File: config.mk
export PLATFORM = sky130hd
export DESIGN_NAME = wire_pause_ctrl
export DESIGN_NICKNAME = d
export VERILOG_FILES = /design/src/rtl/wire_game_pkg.sv /design/src/rtl/colour_hold_debounce.sv /design/src/rtl/wire_pause_ctrl.sv
export SDC_FILE = /design/constraint.sdc
export NUM_CORES = 1
export LEC_CHECK = 0
export CORE_UTILIZATION = 55
export CTS_BUF_LIST = sky130_fd_sc_hd__clkbuf_4
export DETAILED_ROUTE_END_ITERATION = 10
export PLACE_DENSITY = 0.82
export SYNTH_ARGS = -nofsm -noshare
export SYNTH_HDL_FRONTEND = slang
export SYNTH_SLANG_ARGS = --single-unit
File: constraint.sdc
create_clock -name clk -period 5.55 [get_ports clk]
set_input_delay 1.11 -clock clk [delete_from_list [all_inputs] [get_ports clk]]
set_output_delay 1.11 -clock clk [all_outputs]
set_load 0.005 [all_outputs]
File: src/rtl/wire_game_pkg.sv
// -----------------------------------------------------------------------------
// wire_game_pkg
//   Shared types and constants for the wire-cutting pause/judge logic.
//   Optional feature macro used by the consumers: WIRE_STRIKES_EN.
// -----------------------------------------------------------------------------
package wire_game_pkg;

    typedef enum logic [2:0] {
        IDLE,
        PAUSED,
        RUN,
        DEFUSED,
        EXPLODED
    } wire_state_e;

    // Colour code that means "nothing selected".
    localparam int COLOUR_NONE    = 0;
    // Seconds removed from the countdown on each wrong cut (strike builds only).
    localparam int STRIKE_PENALTY = 5;

endpackage

File: src/rtl/colour_hold_debounce.sv
// -----------------------------------------------------------------------------
// colour_hold_debounce
//   Tracks how long the selected colour has been stable and emits a one-cycle
//   cut pulse, carrying the colour, when a nonzero colour has been held for
//   HOLD_CYCLES consecutive cycles.
//
// Ports:
//   clk          system clock
//   rst          asynchronous active-high reset
//   colour_i     currently selected colour (already synchronised)
//   cut_o        one-cycle pulse: hold threshold reached
//   cut_colour_o colour that was held, valid with cut_o
// -----------------------------------------------------------------------------
module colour_hold_debounce
    import wire_game_pkg::*;
#(
    parameter int COLOUR_W    = 3,
    parameter int HOLD_CYCLES = 1000
) (
    input  logic                clk,
    input  logic                rst,
    input  logic [COLOUR_W-1:0] colour_i,
    output logic                cut_o,
    output logic [COLOUR_W-1:0] cut_colour_o
);

    localparam int CNT_W = (HOLD_CYCLES > 1) ? $clog2(HOLD_CYCLES) : 1;
    localparam logic [CNT_W-1:0] LAST = CNT_W'(HOLD_CYCLES - 1);

    logic [COLOUR_W-1:0] prev_q;
    logic [CNT_W-1:0]    cnt_q, cnt_d;
    logic                cut_q, cut_d;
    logic [COLOUR_W-1:0] cut_colour_q;
    logic                changed;
    logic                selected;

    assign selected = (colour_i != COLOUR_W'(COLOUR_NONE));
    assign changed  = (colour_i != prev_q);

    always_comb begin
        cnt_d = cnt_q;
        if (!selected || changed) begin
            cnt_d = '0;
        end else if (cnt_q != LAST) begin
            cnt_d = cnt_q + CNT_W'(1);
        end
        // Counter saturates at LAST; fire only on the cycle it arrives there,
        // so a long hold produces a single pulse.
        cut_d = selected && (cnt_d == LAST) && (changed || (cnt_q != LAST));
    end

    always_ff @(posedge clk or posedge rst) begin
        if (rst) begin
            prev_q       <= '0;
            cnt_q        <= '0;
            cut_q        <= 1'b0;
            cut_colour_q <= '0;
        end else begin
            prev_q       <= colour_i;
            cnt_q        <= cnt_d;
            cut_q        <= cut_d;
            cut_colour_q <= colour_i;
        end
    end

    assign cut_o        = cut_q;
    assign cut_colour_o = cut_colour_q;

endmodule

File: src/rtl/wire_pause_ctrl.sv
// -----------------------------------------------------------------------------
// wire_pause_ctrl
//   Game controller for the wire-cutting stage: pauses the countdown while no
//   colour is selected, debounces colour selections into cuts, and judges each
//   cut against the target wire to produce defused/exploded outcomes.
//
//   Optional feature: define WIRE_STRIKES_EN to tolerate wrong cuts (strike
//   counter, time penalty, explosion at MAX_STRIKES). Without it the first
//   wrong cut explodes and strikes stays 0.
//
// Ports:
//   clk          system clock
//   rst          asynchronous active-high reset
//   start        one-cycle pulse: load timer, latch target, begin game
//   time_init    countdown start value (sampled on start)
//   tick         one-cycle 1 Hz enable
//   wire_to_cut  target colour (sampled on start)
//   curr_colour  currently selected colour, 0 = none
//   pause        1 = timer frozen
//   time_left    remaining seconds
//   defused      sticky success flag
//   exploded     sticky failure flag
//   strikes      wrong-cut count
// -----------------------------------------------------------------------------
module wire_pause_ctrl
    import wire_game_pkg::*;
#(
    parameter int COLOUR_W    = 3,
    parameter int HOLD_CYCLES = 1000,
    parameter int TIMER_W     = 8,
    parameter int MAX_STRIKES = 3
) (
    input  logic                clk,
    input  logic                rst,
    input  logic                start,
    input  logic [TIMER_W-1:0]  time_init,
    input  logic                tick,
    input  logic [COLOUR_W-1:0] wire_to_cut,
    input  logic [COLOUR_W-1:0] curr_colour,
    output logic                pause,
    output logic [TIMER_W-1:0]  time_left,
    output logic                defused,
    output logic                exploded,
    output logic [1:0]          strikes
);

    localparam logic [TIMER_W-1:0] ONE       = TIMER_W'(1);
    localparam logic [TIMER_W-1:0] PENALTY_T = TIMER_W'(STRIKE_PENALTY);

    wire_state_e         state_q, state_d;
    logic [TIMER_W-1:0]  time_q, time_d;
    logic [COLOUR_W-1:0] target_q, target_d;
    logic [1:0]          strikes_q, strikes_d;
    logic                armed_q, armed_d;
    logic                pause_q, pause_d;
    logic                defused_q, defused_d;
    logic                exploded_q, exploded_d;

    logic                cut;
    logic [COLOUR_W-1:0] cut_colour;
    logic                colour_none;

    assign colour_none = (curr_colour == COLOUR_W'(COLOUR_NONE));

    colour_hold_debounce #(
        .COLOUR_W    (COLOUR_W),
        .HOLD_CYCLES (HOLD_CYCLES)
    ) u_hold (
        .clk          (clk),
        .rst          (rst),
        .colour_i     (curr_colour),
        .cut_o        (cut),
        .cut_colour_o (cut_colour)
    );

    always_comb begin
        state_d    = state_q;
        time_d     = time_q;
        target_d   = target_q;
        strikes_d  = strikes_q;
        armed_d    = armed_q;
        defused_d  = defused_q;
        exploded_d = exploded_q;

        case (state_q)
            PAUSED: begin
                if (!colour_none) begin
                    state_d = RUN;
                end
            end
            RUN: begin
                // Cut is resolved before the tick of the same cycle.
                if (cut && armed_q) begin
                    armed_d = 1'b0;
                    if (cut_colour == target_q) begin
                        state_d   = DEFUSED;
                        defused_d = 1'b1;
                    end else begin
`ifdef WIRE_STRIKES_EN
                        strikes_d = strikes_q + 2'd1;
                        time_d    = (time_q <= PENALTY_T) ? '0 : (time_q - PENALTY_T);
                        if ((({30'b0, strikes_q} + 32'd1) >= MAX_STRIKES) ||
                            (time_q <= PENALTY_T)) begin
                            state_d    = EXPLODED;
                            exploded_d = 1'b1;
                        end
`else
                        state_d    = EXPLODED;
                        exploded_d = 1'b1;
`endif
                    end
                end
                if (state_d == RUN && tick) begin
                    if (time_d <= ONE) begin
                        time_d     = '0;
                        state_d    = EXPLODED;
                        exploded_d = 1'b1;
                    end else begin
                        time_d = time_d - ONE;
                    end
                end
                if (state_d == RUN && colour_none) begin
                    state_d = PAUSED;
                    armed_d = 1'b1;
                end
            end
            default: ;  // IDLE and terminal states wait for start
        endcase

        if (start) begin
            time_d     = time_init;
            target_d   = wire_to_cut;
            strikes_d  = '0;
            armed_d    = 1'b0;
            defused_d  = 1'b0;
            if (time_init == '0) begin
                state_d    = EXPLODED;
                exploded_d = 1'b1;
            end else begin
                state_d    = PAUSED;
                exploded_d = 1'b0;
            end
        end

`ifndef WIRE_STRIKES_EN
        strikes_d = '0;
`endif
        // Registered pause follows the next state so it lines up with it.
        pause_d = (state_d != RUN);
    end

    always_ff @(posedge clk or posedge rst) begin
        if (rst) begin
            state_q    <= IDLE;
            time_q     <= '0;
            target_q   <= '0;
            strikes_q  <= '0;
            armed_q    <= 1'b1;
            pause_q    <= 1'b1;
            defused_q  <= 1'b0;
            exploded_q <= 1'b0;
        end else begin
            state_q    <= state_d;
            time_q     <= time_d;
            target_q   <= target_d;
            strikes_q  <= strikes_d;
            armed_q    <= armed_d;
            pause_q    <= pause_d;
            defused_q  <= defused_d;
            exploded_q <= exploded_d;
        end
    end

    assign pause     = pause_q;
    assign time_left = time_q;
    assign defused   = defused_q;
    assign exploded  = exploded_q;
    assign strikes   = strikes_q;

endmodule

==> flow_summary.yaml <==
setup_path:
  capturing_element_type_of_the_critical_path: "flip-flop"
  critical_path_peak_fanout: 12
  startpoint_type: "input port"
  critPathKind: "input port to flip-flop"
  worstSetupStartpoint: "curr_colour[0]"
  arrival_ns: 3.04
  required_ns: 5.79
  rr_startpoint: "state_q[2]$_DFF_PP0_"
status:
  run_status: "completed"
layout:
  stdcell_area_sq_um: 2160
  final_core_utilization_pct: 70.2
  antenna_cells: 0
  fin_cells: 263
  area_overhead_of_the_layout_relative_to_synthesis_pct: 19.4
  nNetsFinal: 240
  drive_gt1_share_pct: 11.0
placed_design:
  dp_cells: 256
  place.detailed.hpwl_um: 2830
  gp_congestion: 0.881
  dpl_cell_area_sq_um: 2110
  port_buffers: 28
die:
  number_of_rows_created_at_floorplan: 20
  die_h_um: 59.4
  design.portCount: 31
  die-width_um: 59.4
  coreArea_sq_um: 3080
  start_util_pct: 58.8
  fp.dieArea_sq_um: 3530
sta:
  final_period_minus_worst_setup_slack_ns: 2.80
  grt_setup_unrepaired: "no"
  report.final.hold_viol_count: 0
  setup_violations: 0
  setup_tns_ns: 0
  max-slew-margin-rel_pct: 42.0
  worst_clock_skew_ns: 0.00438
  worstMarginPinSlew_ns: 0.867
  finalMaxSlewViolations: 0
  maximum_operating_frequency_ghz: 0.357
  fin_crit_sh_pct: 50.4
clock_network:
  cts_hold_repair.buffers: 0
  tritoncts.num_buffers: 5
  ctsLongestPathBuffers: 2
  cts_htree_levels: 2
  post_cts_resized: 0
  clk-insertion-delay-late_ns: 0.34
  cts_setup_buffers: 0
  clk_root_buffer_cell: "clkbuf_4"
  clock-sinks: 32
  clk_pin_slew_ns: 0.09
  cts_tree: "built"
flow_run:
  timing.max_cap.violations: 0
global_route:
  antenna_violations_before_repair: 0
  first_global_vias: 1485
  global_route.usage.total_pct: 25.5
  grt_max_degree: 33
  grt_busiest_layer: "met2"
  gr_met1_demand_resource_pct: 30.5
  grtUsageMet3_pct: 6.77
  grt_first_pass_wirelength_um: 6440
  grt.overflow.total: 0
  global_route_met2_utilization_pct: 43.0
yosys:
  post_synth.cell_area_avg_sq_um: 9.58
  yosys_warn_count: 0
  seq_area_frac_synth_pct: 44.4
  synth_top_area_cell: "dfrtp_1"
  mappedNetlistArea_sq_um: 1810
  synth_largest_type_area_fraction_pct: 41.5
  synthTopCellsByArea: "dfrtp_1, nor3_1, nor2_1"
  synth_cell_type_count: 46
  synth_edf_count: 0
  synth_top_flop_cell: "dfrtp_1"
  postSynthRegisterBits: 32
  netlist_instances: 189
  ys_async_sr_fraction_pct: 100
routing:
  drtIter0Drc: 115
  postRouteAntennaNets: 0
  wl_per_cell_um: 14.5
  post_drt_via_cell_ratio: 5.76
  route.final.wire_length_um: 3830
  drt-pass1-iter-count: 4
  route.vias.total: 1515
  drc: 0
power:
  net_switching_power_uw: 128
  internal_power_uw: 347
  seq_power_share_pct: 55.1
  share_clk_of_total_power_pct: 27.6
  powerDensity_nw_per_um2: 220
  switch_share_pct: 27.0
  power_frac_comb_pct: 17.3
  total_leakage_power_nw: 0.851
  max-vdd-ir-drop_uv: 175
worst_hold_path:
  hold_start: "target_q[0]$_DFFE_PP0P_"
  worst_hold_path_type: "flip-flop to flip-flop"
power by group through the flow:
stage,Sequential [mW],Clock (mW),Combinational [mW]
6_report,0.262,0.131,0.0822
3_5_place_dp,0.266,0,0.0829
4_1_cts,0.262,0.138,0.0831
5_1_grt,0.264,0.148,0.0919
2_1_floorplan,0.263,0,0.0476
3_3_place_gp,0.265,0,0.0800
final cells by class:
cell class / instances / area (sq um)
multi-input combinational: 142 / 928
fill: 244 / 917
sequential: 32 / 803
timing repair buffer: 29 / 288
tap: 44 / 55.1
clock buffer: 7 / 52.6
inverter: 9 / 33.8
per-stage QoR:
step / power [mW] / hold WS (ns) / setup slack (ns)
finish: 0.475 / 0.542 / 2.75
global route: 0.504 / 0.552 / 2.66
global placement: 0.345 / 0.500 / 2.50
CTS: 0.482 / 0.547 / 2.76
detailed placement: 0.349 / 0.526 / 2.41
floorplan: 0.311 / 0.490 / 3.19
path summary, 6_finish.rpt:
check | endpoint | slack, ns | cells past startpoint
worst min-delay path | target_q[0]$_DFFE_PP0P_ | 0.54 | 1
worst min register to register | target_q[0]$_DFFE_PP0P_ | 0.54 | 1
min in group asynchronous | time_left[7]$_DFFE_PP0P_ | 1.14 | 3
worst max-delay path | u_hold.cut_o$_DFF_PP0_ | 2.75 | 5
max in group asynchronous | armed_q$_DFFE_PP1P_ | 4.08 | 3
worst max register to register | time_left[6]$_DFFE_PP0P_ | 3.41 | 5
kinds of logic after synthesis:
group	synth area share, %
AOI/OAI and AO/OA	15.6
and+or+nand+nor	22.6
other	0.207
xor gates and xnor gates	5.81
buffers and inverters	4.56
muxes	4.84
DFF	44.4
adders and majority gates	2.07
synthesized netlist by cell type (2+ instances only):
library cell / number
nor3_1: 14
o21ai_0: 11
a31oi_1: 6
buf_4: 2
a211o_1: 2
nor2b_1: 2
nor4_1: 3
mux2_2: 5
and3_1: 2
xor2_1: 7
nand2_1: 14
dfrtp_1: 30
nand4_1: 2
a2bb2oi_1: 2
dfstp_2: 2
nor4_2: 2
inv_1: 9
or3_1: 3
clkbuf_1: 3
a21oi_1: 12
nand3_1: 7
mux2i_1: 2
xnor2_1: 5
nor2_1: 17
ha_1: 3
buf_6: 2
flip-flops by register name, summed over array words and instances (netlist names):
register and flops:
u_hold.cnt_q 10, pause 1, defused 1, exploded 1
u_hold.prev_q 3, u_hold.cut_o 1, state_q 3, target_q 3
armed_q 1, time_left 8
critical path: stages:
cell	delay (ns)
clkdlybuf4s50_1	0.56
o21ai_0	0.12
a211o_1	0.43
or4_4	0.59
nor4_2	0.23
routing by layer:
metal  share of wire (%)  wire length (um)
met5                   0                 0
met4                 1.6                62
met3                 4.7               181
met2                  51              1960
met1                  43              1630
layout by cell type, fill, tap and decap left out, drive strengths merged, types with 3 or more instances in the layout:
cell type | synthesis | final
clkbuf | 3 | 7
or3 | 3 | 3
nand2 | 14 | 14
dfrtp | 30 | 30
xor2 | 7 | 7
o21ai | 12 | 12
nor4 | 5 | 5
ha | 3 | 3
nor3 | 14 | 14
inv | 9 | 9
clkdlybuf4s50 | 0 | 28
nor2 | 17 | 17
a31oi | 6 | 6
xnor2 | 5 | 5
nand3 | 8 | 8
a21oi | 13 | 13
mux2 | 6 | 6
Note: power is estimated with default switching activity, not from simulation.
